## config.mk

```make
export PLATFORM = sky130hd
export DESIGN_NAME = jt1943_pal_loader
export DESIGN_NICKNAME = d
export VERILOG_FILES = /design/src/rtl/jt1943_pal_loader.sv
export SDC_FILE = /design/constraint.sdc
export NUM_CORES = 1
export LEC_CHECK = 0
export BUFFER_PORTS_ARGS = -buffer_cell sky130_fd_sc_hd__buf_2
export CORE_MARGIN = 8
export CORE_UTILIZATION = 54
export CTS_BUF_LIST = sky130_fd_sc_hd__clkbuf_16
export CTS_CLUSTER_SIZE = 8
export DETAILED_ROUTE_END_ITERATION = 8
export PLACE_DENSITY = 0.83
export SLEW_MARGIN = 10
export SYNTH_ARGS = -nofsm -noshare
export SYNTH_HDL_FRONTEND = slang
export SYNTH_SLANG_ARGS = --single-unit
export TNS_END_PERCENT = 1
```

## constraint.sdc

```tcl
create_clock -name clk -period 7 [get_ports clk]
set_clock_uncertainty 0.2 [all_clocks]
set_input_delay 1.4 -clock clk [delete_from_list [all_inputs] [get_ports clk]]
set_output_delay 1.4 -clock clk [all_outputs]
set_load 0.01 [all_outputs]
```

## src/rtl/jt1943_pal_loader.sv

```systemverilog
// jt1943_pal_loader: programs the 1943 palette/priority PROMs (12A, 13A, 14A, 12C)
// from the ROM download stream and reports whether a complete palette has arrived.
// Optional feature macro: JT1943_PAL_CLEAR_EN zeroes all four PROMs after reset
// so the screen stays black until a palette has been downloaded.
module jt1943_pal_loader #(
    parameter logic [21:0] START_ADDR = 22'h0
) (
    input  logic        clk,
    input  logic        rst_n,
    input  logic        downloading,
    input  logic [21:0] ioctl_addr,
    input  logic [7:0]  ioctl_data,
    input  logic        ioctl_wr,
    output logic [7:0]  prog_addr,
    output logic [3:0]  prom_din,
    output logic        prom_12a_we,
    output logic        prom_13a_we,
    output logic        prom_14a_we,
    output logic        prom_12c_we,
    output logic        busy,
    output logic        pal_ready,
    output logic        err
);

    localparam logic [10:0] FullCount = 11'd1024;

    typedef enum logic [1:0] {StClear, StIdle, StLoad, StDone} state_e;

    state_e      state_q, state_d;
    logic [7:0]  prog_addr_q, prog_addr_d;
    logic [3:0]  prom_din_q, prom_din_d;
    logic [3:0]  we_q, we_d;   // {12c, 14a, 13a, 12a}
    logic        busy_q, busy_d;
    logic        pal_ready_q, pal_ready_d;
    logic        err_q, err_d;
    logic [10:0] cnt_q, cnt_d;
`ifdef JT1943_PAL_CLEAR_EN
    logic [7:0]  sweep_q, sweep_d;
`endif

    // Offset into the palette window; wraps for addresses below START_ADDR
    logic [21:0] off;
    logic        in_win;
    assign off    = ioctl_addr - START_ADDR;
    assign in_win = off < 22'd1024;

    logic unused_data;
    assign unused_data = ^ioctl_data[7:4];

    // Next-state and registered-output logic
    always_comb begin
        state_d     = state_q;
        prog_addr_d = prog_addr_q;
        prom_din_d  = prom_din_q;
        we_d        = 4'b0000;
        pal_ready_d = pal_ready_q;
        err_d       = err_q;
        cnt_d       = cnt_q;
`ifdef JT1943_PAL_CLEAR_EN
        sweep_d     = sweep_q;
`endif
        case (state_q)
            StClear: begin
`ifdef JT1943_PAL_CLEAR_EN
                if (downloading) begin
                    // Abort the sweep; the download owns the PROM ports from here
                    state_d     = StLoad;
                    pal_ready_d = 1'b0;
                    err_d       = 1'b0;
                    cnt_d       = '0;
                end else if (&we_q && prog_addr_q == 8'hFF) begin
                    state_d = StIdle;
                end else begin
                    we_d        = 4'b1111;
                    prog_addr_d = sweep_q;
                    prom_din_d  = 4'h0;
                    sweep_d     = sweep_q + 8'd1;
                end
`else
                state_d = StIdle;
`endif
            end
            StIdle, StDone: begin
                if (downloading) begin
                    state_d     = StLoad;
                    pal_ready_d = 1'b0;
                    err_d       = 1'b0;
                    cnt_d       = '0;
                end
            end
            StLoad: begin
                if (ioctl_wr && in_win) begin
                    prog_addr_d = off[7:0];
                    prom_din_d  = ioctl_data[3:0];
                    we_d        = 4'b0001 << off[9:8];
                    if (cnt_q != FullCount) cnt_d = cnt_q + 11'd1;
                end
                // Uses cnt_d so a byte arriving with the falling edge still counts
                if (!downloading) begin
                    state_d     = StDone;
                    pal_ready_d = (cnt_d == FullCount);
                    err_d       = (cnt_d != FullCount);
                end
            end
            default: state_d = StIdle;
        endcase
        busy_d = (state_d == StClear) || (state_d == StLoad);
    end

    // State and output registers with synchronous active-low reset
    always_ff @(posedge clk) begin
        if (!rst_n) begin
`ifdef JT1943_PAL_CLEAR_EN
            state_q <= StClear;
            busy_q  <= 1'b1;
            sweep_q <= '0;
`else
            state_q <= StIdle;
            busy_q  <= 1'b0;
`endif
            prog_addr_q <= '0;
            prom_din_q  <= '0;
            we_q        <= '0;
            pal_ready_q <= 1'b0;
            err_q       <= 1'b0;
            cnt_q       <= '0;
        end else begin
            state_q     <= state_d;
            busy_q      <= busy_d;
            prog_addr_q <= prog_addr_d;
            prom_din_q  <= prom_din_d;
            we_q        <= we_d;
            pal_ready_q <= pal_ready_d;
            err_q       <= err_d;
            cnt_q       <= cnt_d;
`ifdef JT1943_PAL_CLEAR_EN
            sweep_q     <= sweep_d;
`endif
        end
    end

    assign prog_addr   = prog_addr_q;
    assign prom_din    = prom_din_q;
    assign prom_12a_we = we_q[0];
    assign prom_13a_we = we_q[1];
    assign prom_14a_we = we_q[2];
    assign prom_12c_we = we_q[3];
    assign busy        = busy_q;
    assign pal_ready   = pal_ready_q;
    assign err         = err_q;

endmodule

```

==> results of run 1 <==
-- area by class of cell --
| cell class | instances | area share |
|---|---|---|
| clock inverter | 3 | 0.02167 |
| multi-input combinational | 149 | 0.4277 |
| clock buffer | 5 | 0.06373 |
| timing repair buffer | 48 | 0.1224 |
| sequential | 32 | 0.3263 |
| tap | 33 | 0.02103 |
| inverter | 9 | 0.01721 |
-- cell families after synthesis --
group | count (synthesis) | share of synthesized area
adders and majority gates | 2 | 0.01550
buffers and inverters | 22 | 0.08294
AOI/OAI and AO/OA | 51 | 0.1915
muxes | 1 | 0.006202
DFF | 32 | 0.3969
and+or+nand+nor | 92 | 0.2907
xor gates and xnor gates | 3 | 0.01628
-- through the flow --
| stage | setup WS, ns | hold WS, ns | power [mW] | cell area (sq um) |
|---|---|---|---|---|
| finish | 3.691 | 0.2517 | 0.4546 | 1963 |
| global route | 3.522 | 0.2714 | 0.4681 | 1963 |
| CTS | 3.706 | 0.2512 | 0.4568 | 1963 |
| detailed placement | 3.437 | 0.2439 | 0.2099 | 1795 |
| global placement | 3.406 | 0.2392 | 0.2095 | 1795 |
| floorplan | 3.838 | 0.2805 | 0.1989 | 1614 |
-- power by group through the flow --
stage / clock network, mW / registers (mW) / logic (mW)
global placement: 0 / 0.189 / 0.0208
global route: 0.260 / 0.185 / 0.0233
finish: 0.249 / 0.185 / 0.0211
CTS: 0.251 / 0.185 / 0.0212
detailed placement: 0 / 0.189 / 0.0211
floorplan: 0 / 0.188 / 0.0107
-- per-layer routing --
layer / GRT usage / part of all wire / up-vias
met4: 0.1085 / 0.021 / 0
met3: 0.05791 / 0.072 / 5
met5: 0 / 0 / -
met2: 0.2361 / 0.45 / 60
met1: 0.1850 / 0.46 / 715
li1: - / - / 802
-- worst reg2reg max path, stage by stage, from the launching register on --
cell,delay (ns)
dfxtp_1,0.41
ha_1,0.27
nand4_1,0.16
or4_1,0.44
a21oi_1,0.15
o22ai_1,0.13
a2111oi_2,0.39
nand4_1,0.20
a41o_1,0.28
-- registers in the layout, indices dropped and copies added, names as in the netlist --
signal and count:
we_q 4, prom_din 4, err 1, state_q 2, prog_addr 8, cnt_q 11, busy 1, pal_ready 1
-- path summary, 6_finish.rpt --
check                                     from           end  slack [ns]  cells past startpoint
worst max-delay path            ioctl_addr[21]           err        3.69                      8
worst max register to register        cnt_q[0]           err        4.28                      8
worst min-delay path              prog_addr[4]  prog_addr[4]        0.25                      2
worst min register to register    prog_addr[4]  prog_addr[4]        0.25                      2
-- placed cells by master (no fill, tap or decap), types with 5 or more instances in the layout --
cell type and instances:
nor3_1 6, dfxtp_1 32, buf_2 48, nand3_1 5
inv_1 9, a21oi_1 23, nand2_1 38, clkbuf_16 5
o21ai_0 11, nand4_1 8, nor2_1 16
==> impl_metrics.env, run 1 <==
export IMPL_slew_limit_headroom=0.3738
export IMPL_seq_area_sq_um=640.6
export IMPL_vias_per_cell=5.670
export IMPL_io_pin_count=53
export IMPL_postRouteWirelength_um=3845
export IMPL_drive_gt1_frac=0.2602
export IMPL_avgRoutedWirePerCell_um=13.78
export IMPL_synth_sequential_area_ratio=0.3969
export IMPL_power_density_nw_per_um2=231.6
export IMPL_worst_pin_slew_ns=0.9358
export IMPL_cpMaxStageDelayCell="and4_1"
export IMPL_clock_latency_on_the_worst_skew_pair_ns=0.28
export IMPL_syn_area_sq_um=1614
export IMPL_post_synth_top_count_cell="nand2_1"
export IMPL_holdBufCountCts=0
export IMPL_power_report_internal_total_mw=0.3598
export IMPL_period_needed_ns=3.309
export IMPL_initial_utilization=0.5466
export IMPL_crit_path_cell_trace="buf_2 -> nor4b_2 -> and4_1 -> nand2_1 -> or3_1 -> o21ai_0 -> nand4_1 -> a41o_1"
export IMPL_netlist_top_cells_count="nand2_1, dfxtp_1, a21oi_1"
export IMPL_fraction_of_power_spent_switching_nets=0.2086
export IMPL_instances_no_fill=279
export IMPL_syn2layout_area_growth_pct=21.63
export IMPL_max_capacitance_violation_total=0
export IMPL_cp_start_kind="primary input"
export IMPL_setup_viol=0
export IMPL_timing_setup_critical_path_class="primary input to register"
export IMPL_worstHoldPathType="register to register"
export IMPL_combined_global_route_utilization_of_all_metal_layers=0.1585
export IMPL_postLayoutCoreUtil=0.6648
export IMPL_count_of_flip_flops_with_a_built_in_enable_after_synthesis=0
export IMPL_placedCellCount=271
export IMPL_outcome="finished, final reports clean"
export IMPL_layout_worst_path_cycle_share=0.4728
export IMPL_post_cts_repair_timing_setup_buffer_count=0
export IMPL_fillCellCount=259
export IMPL_n_antenna_cell=0
export IMPL_postSynthRegisterBits=32
export IMPL_timing_max_transition_violations_final=0
export IMPL_grt_antenna_before_repair=0
export IMPL_drt_first_pass_iters=4
export IMPL_tritoncts_clock_tree="yes"
export IMPL_worst_path_dominant_cell_family="simple AND/OR/NAND/NOR gates"
export IMPL_place_hpwl_um=2704
export IMPL_grt_pass1_wl_um=6430
export IMPL_hold_violations=0
export IMPL_critical_path_sink_type="register"
export IMPL_worst_path_largest_cell_delay_ns=0.38
export IMPL_grt_max_degree=25
export IMPL_post_route_drc_count=0
export IMPL_cts_max_level=2
export IMPL_worstPathArrival_ns=3.29
export IMPL_synth_yosys_warnings=0
export IMPL_drt_initial_drc_count=76
export IMPL_power_clock_fraction=0.547
export IMPL_final_net_count=281
export IMPL_clock_tree_buffer_depth=2
export IMPL_netlist_top_cells_area="dfxtp_1, nand2_1, a21oi_1, nor2_1, buf_6"
export IMPL_timing_critical_path_fanout_max=7
export IMPL_setup_tns_final_ns=0
export IMPL_core_rowCount=20
export IMPL_netlist_area_leader_share=0.3969
export IMPL_synth_cells=203
export IMPL_die_area_sq_um=4994
export IMPL_root_buffer="clkbuf_16"
export IMPL_cts_reportedPaths_clkPinSlew_ns=0.06
export IMPL_synth_avg_cell_area_sq_um=7.951
export IMPL_combinational_power_share=0.046
export IMPL_critPathRequiredTime_ns=6.98
export IMPL_ys_types=41
export IMPL_power_leakage_nw=0.7985
export IMPL_worst_ir_drop_vdd_mv=0.1732
export IMPL_port_buffer_count=48
export IMPL_unrepaired_setup_endpoints_after_global_routing="false"
export IMPL_cp_num_buf_inv=1
export IMPL_fp_dieW_um=70.67
export IMPL_synth_top_flop_cell="dfxtp_1"
export IMPL_placeableCoreArea_sq_um=2953
export IMPL_drtAntennaViolNets=0
export IMPL_synth_net_count=239
export IMPL_dieHeight_um=70.67
export IMPL_grt_overflow_total=0
export IMPL_number_of_sinks_on_the_clock_net=32
export IMPL_psw_mw=0.09484
export IMPL_share_of_synthesized_flip_flops_with_an_asynchronous_set_or_reset=0
export IMPL_num_vias=1582
export IMPL_cts_resized=0
export IMPL_multiInputGateArea_sq_um=839.6
export IMPL_numCtsBuffers=5
export IMPL_first_global_vias=1483
export IMPL_gp_routability_congestion=0.8522
export IMPL_max_freq_mhz=302.2
export IMPL_synth_top_area_cell="dfxtp_1"
export IMPL_share_seq_of_total_power=0.407
Note: power is estimated with default switching activity, not from simulation.
==> inputs of run 2 (changes only) <==
--- a/config.mk
+++ b/config.mk
@@ -5,13 +5,14 @@
 export SDC_FILE = /design/constraint.sdc
 export NUM_CORES = 1
 export LEC_CHECK = 0
+export ABC_AREA = 1
 export BUFFER_PORTS_ARGS = -buffer_cell sky130_fd_sc_hd__buf_2
 export CORE_MARGIN = 8
-export CORE_UTILIZATION = 54
+export CORE_UTILIZATION = 46
 export CTS_BUF_LIST = sky130_fd_sc_hd__clkbuf_16
 export CTS_CLUSTER_SIZE = 8
 export DETAILED_ROUTE_END_ITERATION = 8
-export PLACE_DENSITY = 0.83
+export PLACE_DENSITY = 0.74
 export SLEW_MARGIN = 10
 export SYNTH_ARGS = -nofsm -noshare
 export SYNTH_HDL_FRONTEND = slang
==> constraint.sdc (replaced) <==
create_clock -name clk -period 2.8 [get_ports clk]
set_clock_uncertainty 0.2 [all_clocks]
set_input_delay 0.56 -clock clk [delete_from_list [all_inputs] [get_ports clk]]
set_output_delay 0.56 -clock clk [all_outputs]
set_load 0.01 [all_outputs]
==> run 2 against run 1 <==
Compared with the run above: sequential cell count stayed put; critical endpoint unchanged; clock power is 140% higher; hold slack better by 0.024 ns; setup slack worse by 3.0 ns; utilization is 8.8 points lower.
==> impl_metrics.env, run 2 <==
export IMPL_final_net_count=367
export IMPL_tritoncts_clock_tree="yes"
export IMPL_ys_types=29
export IMPL_critical_path_reg2reg_endpoint="err"
export IMPL_max_flop_register="cnt_q"
export IMPL_holdBufCountCts=0
export IMPL_worst_path_largest_cell_delay_ns=0.43
export IMPL_synth_top_flop_cell="dfxtp_1"
export IMPL_unrepaired_setup_endpoints_after_global_routing="false"
export IMPL_cts_max_level=2
export IMPL_layout_worst_path_cycle_share=0.7500
export IMPL_period_needed_ns=2.100
export IMPL_min_delay_start="ioctl_addr[8]"
export IMPL_cts_resized=0
export IMPL_combined_global_route_utilization_of_all_metal_layers=0.1477
export IMPL_drt_first_pass_iters=5
export IMPL_postRouteWirelength_um=4460
export IMPL_vias_per_cell=4.880
export IMPL_grt_max_degree=18
export IMPL_synth_net_count=322
export IMPL_gp_routability_congestion=0.9394
export IMPL_share_of_synthesized_flip_flops_with_an_asynchronous_set_or_reset=0
export IMPL_netlist_top_cells_area="dfxtp_1, nand2_1, nor2_1, inv_1, nand3_1"
export IMPL_power_report_internal_total_mw=0.8982
export IMPL_initial_utilization=0.4680
export IMPL_synth_top_area_cell="dfxtp_1"
export IMPL_place_hpwl_um=3294
export IMPL_clock_latency_on_the_worst_skew_pair_ns=0.27
export IMPL_root_buffer="clkbuf_16"
export IMPL_post_synth_top_count_cell="nand2_1"
export IMPL_critical_path_sink_type="register"
export IMPL_max_capacitance_violation_total=0
export IMPL_worstHoldPathType="primary input to register"
export IMPL_worstPathArrival_ns=2.04
export IMPL_avgRoutedWirePerCell_um=11.68
export IMPL_core_rowCount=23
export IMPL_fillCellCount=397
export IMPL_fp_dieW_um=79.11
export IMPL_totalPowerFinal_mw=1.120
export IMPL_final_worst_path_setup_slack_ns=0.6999
export IMPL_critPathRequiredTime_ns=2.74
export IMPL_cts_reportedPaths_clkPinSlew_ns=0.05
export IMPL_worstRegToRegCells=10
export IMPL_first_global_vias=1778
export IMPL_r2r_setup_slack_ns=0.70
export IMPL_postLayoutCoreUtil=0.5770
export IMPL_outcome="finished, final reports clean"
export IMPL_post_route_drc_count=0
export IMPL_count_of_flip_flops_with_a_built_in_enable_after_synthesis=0
export IMPL_timing_setup_critical_path_class="register to register"
export IMPL_io_pin_count=53
export IMPL_power_clock_fraction=0.534
export IMPL_max_freq_mhz=476.2
export IMPL_grt_antenna_before_repair=0
export IMPL_postSynthRegisterBits=32
export IMPL_combinational_power_share=0.054
export IMPL_cpMaxStageDelayCell="dfxtp_1"
export IMPL_setup_viol=0
export IMPL_cp_num_buf_inv=0
export IMPL_num_vias=1864
export IMPL_synth_sequential_area_ratio=0.3497
export IMPL_placeableCoreArea_sq_um=3914
export IMPL_cp_start_kind="register"
export IMPL_syn_area_sq_um=1832
export IMPL_n_antenna_cell=0
export IMPL_clock_tree_buffer_depth=2
export IMPL_worst_path_dominant_cell_family="simple AND/OR/NAND/NOR gates"
export IMPL_worst_ir_drop_vdd_mv=0.4441
export IMPL_setup_tns_final_ns=0
export IMPL_fraction_of_power_spent_switching_nets=0.1978
export IMPL_timing_max_transition_violations_final=0
export IMPL_grt_overflow_total=0
export IMPL_drt_initial_drc_count=89
export IMPL_share_seq_of_total_power=0.412
export IMPL_synth_cells=286
export IMPL_placedCellCount=374
export IMPL_power_density_nw_per_um2=495.8
export IMPL_worst_pin_slew_ns=0.4960
export IMPL_crit_path_cell_trace="ha_1 -> nand3_1 -> nor3_2 -> nand4_1 -> nand2_1 -> nand3_1 -> nor2_2 -> nand3_2 -> nand2_1 -> a21oi_2"
export IMPL_number_of_flip_flops_under_the_largest_register_name=11
export IMPL_dieHeight_um=79.11
export IMPL_hold_violations=0
export IMPL_netlist_top_cells_count="nand2_1, nor2_1, dfxtp_1"
export IMPL_timing_critical_path_fanout_max=6
export IMPL_grt_pass1_wl_um=7624
export IMPL_slew_limit_headroom=0.6690
export IMPL_numCtsBuffers=5
export IMPL_synth_avg_cell_area_sq_um=6.405
export IMPL_place_ws_ns=0.5642
export IMPL_layout_cells_most_common_list="nand2_1, nor2_1, buf_2"
export IMPL_crit_reg2reg_launch="cnt_q[0]"
export IMPL_number_of_sinks_on_the_clock_net=32
export IMPL_instances_no_fill=382
export IMPL_psw_mw=0.2215
export IMPL_netlist_area_leader_share=0.3497
export IMPL_synth_yosys_warnings=0
export IMPL_port_buffer_count=48
export IMPL_min_to="we_q[0]"
export IMPL_post_cts_repair_timing_setup_buffer_count=0
export IMPL_drtAntennaViolNets=0
export IMPL_syn2layout_area_growth_pct=23.29
export IMPL_die_area_sq_um=6258
export IMPL_mostFrequentLayoutCell="nand2_1"
export IMPL_power_leakage_nw=1.045
export IMPL_hold_path_depth=2
export IMPL_drive_gt1_frac=0.2410
run 2: cell types whose count changed in the layout (fill, tap and decap cells not counted), moves of 4 or more:
cell and delta:
nor2_1 +39, inv_2 +4, nor2_2 +5, a21oi_1 -10, nand3_1 +11, o21ai_1 +4
nand2_1 +26, inv_1 +16, o21ai_0 +4, nor3_1 +9
run 2: power by group through the flow:
| stage | Clock [mW] | Combinational, mW | Sequential [mW] |
|---|---|---|---|
| after detailed placement | 0 | 0.0607 | 0.471 |
| after global placement | 0 | 0.0601 | 0.470 |
| after floorplan | 0 | 0.0260 | 0.471 |
| final | 0.598 | 0.0606 | 0.461 |
| after CTS | 0.614 | 0.0610 | 0.461 |
| after global routing | 0.635 | 0.0675 | 0.461 |
run 2: worst max path at each step:
stage | from | endpoint | slack (ns) | cells past startpoint
detailed placement | ioctl_addr[15] | err | 0.56 | 13
global placement | ioctl_addr[15] | err | 0.60 | 13
floorplan | ioctl_addr[15] | err | 0.91 | 12
finish | cnt_q[0] | err | 0.70 | 10
CTS | cnt_q[0] | err | 0.69 | 10
global route | cnt_q[0] | err | 0.45 | 10
run 2: final cells by class:
| cell class | count | area, sq um | area share |
|---|---|---|---|
| timing repair buffer | 50 | 255.2 | 0.1130 |
| tap | 50 | 62.56 | 0.02770 |
| multi-input combinational | 213 | 1027 | 0.4548 |
| clock buffer | 5 | 125.1 | 0.05540 |
| clock inverter | 3 | 38.79 | 0.01717 |
| inverter | 29 | 108.9 | 0.04820 |
| sequential | 32 | 640.6 | 0.2837 |
run 2: metal layers:
metal / vias up / wire, um / track usage
li1: 1006 / - / -
met1: 828 / 2116 / 0.1738
met2: 26 / 2155 / 0.2539
met3: 4 / 122 / 0.03047
met4: 0 / 65 / 0.06111
met5: - / 0 / 0
run 2: through the flow:
step	hold WS [ns]	cell area, sq um
6_report	0.2759	2258
3_3_place_gp	0.2669	2095
3_5_place_dp	0.2726	2095
2_1_floorplan	0.2512	1832
4_1_cts	0.2734	2258
5_1_grt	0.2976	2258
run 2: cell families (layout without fill, tap and decap cells):
group / Yosys count / after routing / share of synthesized area
xor+xnor: 1 / 1 / 0.004782
compound gates: 34 / 34 / 0.09699
flops: 32 / 32 / 0.3497
simple gates: 176 / 176 / 0.4454
buf+inv: 41 / 87 / 0.08948
fa+ha+maj: 2 / 2 / 0.01366
==> inputs of run 3 (changes only) <==
--- a/config.mk
+++ b/config.mk
@@ -5,14 +5,14 @@
 export SDC_FILE = /design/constraint.sdc
 export NUM_CORES = 1
 export LEC_CHECK = 0
-export ABC_AREA = 1
+export ABC_AREA = 0
 export BUFFER_PORTS_ARGS = -buffer_cell sky130_fd_sc_hd__buf_2
 export CORE_MARGIN = 8
-export CORE_UTILIZATION = 46
+export CORE_UTILIZATION = 50
 export CTS_BUF_LIST = sky130_fd_sc_hd__clkbuf_16
 export CTS_CLUSTER_SIZE = 8
 export DETAILED_ROUTE_END_ITERATION = 8
-export PLACE_DENSITY = 0.74
+export PLACE_DENSITY = 0.78
 export SLEW_MARGIN = 10
 export SYNTH_ARGS = -nofsm -noshare
 export SYNTH_HDL_FRONTEND = slang
==> constraint.sdc (replaced) <==
create_clock -name clk -period 2 [get_ports clk]
set_clock_uncertainty 0.2 [all_clocks]
set_input_delay 0.4 -clock clk [delete_from_list [all_inputs] [get_ports clk]]
set_output_delay 0.4 -clock clk [all_outputs]
set_load 0.01 [all_outputs]
==> run 3 against run 2 <==
Compared with the run above: the run now ends with negative setup slack left; sequential share of layout area up 0.28 points; global-route usage up 2.4 points; via count down 8.1%; clock-buffer cell count unchanged; largest power group unchanged.
==> impl_metrics.env, run 3 (synthesized netlist as in run 1, its figures left out) <==
export IMPL_final_worst_path_setup_slack_ns=-0.3493
export IMPL_n_antenna_cell=0
export IMPL_avgRoutedWirePerCell_um=13.68
export IMPL_share_seq_of_total_power=0.409
export IMPL_critPathRequiredTime_ns=1.96
export IMPL_place_hpwl_um=3188
export IMPL_dieHeight_um=72.82
export IMPL_cp_start_kind="register"
export IMPL_mostFrequentLayoutCell="buf_2"
export IMPL_io_pin_count=53
export IMPL_worstRegToRegCells=8
export IMPL_grt_max_degree=24
export IMPL_slew_limit_headroom=0.8038
export IMPL_port_buffer_count=48
export IMPL_worstHoldPathType="primary input to register"
export IMPL_layout_worst_path_cycle_share=1.175
export IMPL_combinational_power_share=0.051
export IMPL_die_area_sq_um=5302
export IMPL_clock_tree_buffer_depth=2
export IMPL_unrepaired_setup_endpoints_after_global_routing="true"
export IMPL_first_global_vias=1593
export IMPL_crit_reg2reg_launch="cnt_q[2]"
export IMPL_drtAntennaViolNets=0
export IMPL_holdBufCountCts=0
export IMPL_root_buffer="clkbuf_16"
export IMPL_syn2layout_area_growth_pct=42.33
export IMPL_placeableCoreArea_sq_um=3053
export IMPL_power_density_nw_per_um2=683.8
export IMPL_place_ws_ns=-0.3974
export IMPL_power_leakage_nw=0.9788
export IMPL_violations="negative setup slack"
export IMPL_max_flop_register="cnt_q"
export IMPL_num_vias=1713
export IMPL_critical_path_sink_type="register"
export IMPL_fraction_of_power_spent_switching_nets=0.2020
export IMPL_max_capacitance_violation_total=0
export IMPL_grt_pass1_wl_um=7238
export IMPL_min_delay_start="ioctl_addr[8]"
export IMPL_timing_max_transition_violations_final=0
export IMPL_post_route_drc_count=0
export IMPL_totalPowerFinal_mw=1.571
export IMPL_clock_latency_on_the_worst_skew_pair_ns=0.28
export IMPL_period_needed_ns=2.349
export IMPL_fillCellCount=248
export IMPL_final_net_count=314
export IMPL_core_rowCount=20
export IMPL_power_clock_fraction=0.540
export IMPL_seq_area_sq_um=658.1
export IMPL_psw_mw=0.3173
export IMPL_min_to="we_q[2]"
export IMPL_drt_initial_drc_count=101
export IMPL_critical_path_reg2reg_endpoint="err"
export IMPL_vias_per_cell=5.303
export IMPL_outcome="finished, violations left"
export IMPL_multiInputGateArea_sq_um=885.9
export IMPL_setup_tns_final_ns=-0.8300
export IMPL_drive_gt1_frac=0.4014
export IMPL_worst_ir_drop_vdd_mv=0.5175
export IMPL_worstPathArrival_ns=2.31
export IMPL_cts_reportedPaths_clkPinSlew_ns=0.05
export IMPL_power_report_internal_total_mw=1.254
export IMPL_grt_overflow_total=0
export IMPL_number_of_sinks_on_the_clock_net=32
export IMPL_numCtsBuffers=5
export IMPL_postRouteWirelength_um=4418
export IMPL_tritoncts_clock_tree="yes"
export IMPL_worst_pin_slew_ns=0.2939
export IMPL_number_of_flip_flops_under_the_largest_register_name=11
export IMPL_fp_dieW_um=72.82
export IMPL_timing_critical_path_fanout_max=6
export IMPL_initial_utilization=0.5287
export IMPL_drt_first_pass_iters=4
export IMPL_hold_violations=0
export IMPL_r2r_setup_slack_ns=-0.35
export IMPL_layout_cells_most_common_list="buf_2, nand2_1, buf_4"
export IMPL_cts_max_level=2
export IMPL_setup_viol=3
export IMPL_grt_antenna_before_repair=0
export IMPL_gp_routability_congestion=0.8869
export IMPL_combined_global_route_utilization_of_all_metal_layers=0.1720
export IMPL_max_freq_mhz=425.7
export IMPL_timing_setup_critical_path_class="register to register"
export IMPL_hold_path_depth=2
run 3: cell types whose count changed in the layout (fill, tap and decap cells not counted), moves of 9 or more:
cell     change
nand2_1     -27
inv_1       -16
nor3_1       -9
nand3_1     -12
a21oi_1      +9
nor2_1      -39
buf_4       +30
run 3: power by group through the flow:
stage / combinational, mW / sequential (mW) / clock (mW)
6_report: 0.0796 / 0.643 / 0.849
5_1_grt: 0.0869 / 0.643 / 0.877
4_1_cts: 0.0793 / 0.643 / 0.855
3_5_place_dp: 0.0789 / 0.657 / 0
3_3_place_gp: 0.0777 / 0.657 / 0
2_1_floorplan: 0.0373 / 0.655 / 0
run 3: how the worst max path moves through the flow:
stage	from	endpoint	slack, ns	cells after the start
after floorplan	cnt_q[3]	err	-0.18	8
after global placement	ioctl_addr[21]	err	-0.34	8
after detailed placement	ioctl_addr[21]	err	-0.40	8
after CTS	cnt_q[2]	err	-0.31	8
after global routing	cnt_q[1]	pal_ready	-0.53	9
final	cnt_q[2]	err	-0.35	8
run 3: metal layers:
layer	GRT usage	up-vias	wire length, um	part of all wire
met5	0	-	0	0
met4	0.08667	0	91	0.021
met3	0.04396	11	240	0.054
met2	0.3022	57	2178	0.49
met1	0.1850	781	1908	0.43
li1	-	864	-	-
run 3: through the flow:
stage                     instances  cell area [sq um]  utilization  hold WS [ns]
after floorplan                 203               1645            -        0.2647
final                           323               2297       0.7525        0.1249
after global placement          313               2086       0.6832        0.2389
after CTS                       322               2283       0.7480        0.1216
after detailed placement        313               2086       0.6832        0.2446
after global routing            323               2297       0.7525        0.1291
run 3: critical path, cell delays in order, from the launching register on:
cell       delay, ns
dfxtp_4         0.37
buf_4           0.12
nand4_1         0.17
or4_1           0.45
a21oi_1         0.14
o22ai_1         0.15
a2111oi_2       0.22
nand4_1         0.19
a41o_1          0.22
run 3: area by class of cell:
type / count / share of cell area
Clock inverter: 3 / 0.01688
Timing Repair Buffer: 81 / 0.2179
Inverter: 9 / 0.01471
Tap cell: 44 / 0.02397
Clock buffer: 5 / 0.05447
Multi-Input combinational cell: 149 / 0.3856
Sequential cell: 32 / 0.2865
run 3: what timing repair did:
item,4_1_cts,5_1_grt
setup buffers,1,1
pin swaps,4,5
hold endpoints to repair,0,0
gates resized for setup,7,5
setup endpoints to repair,3,10
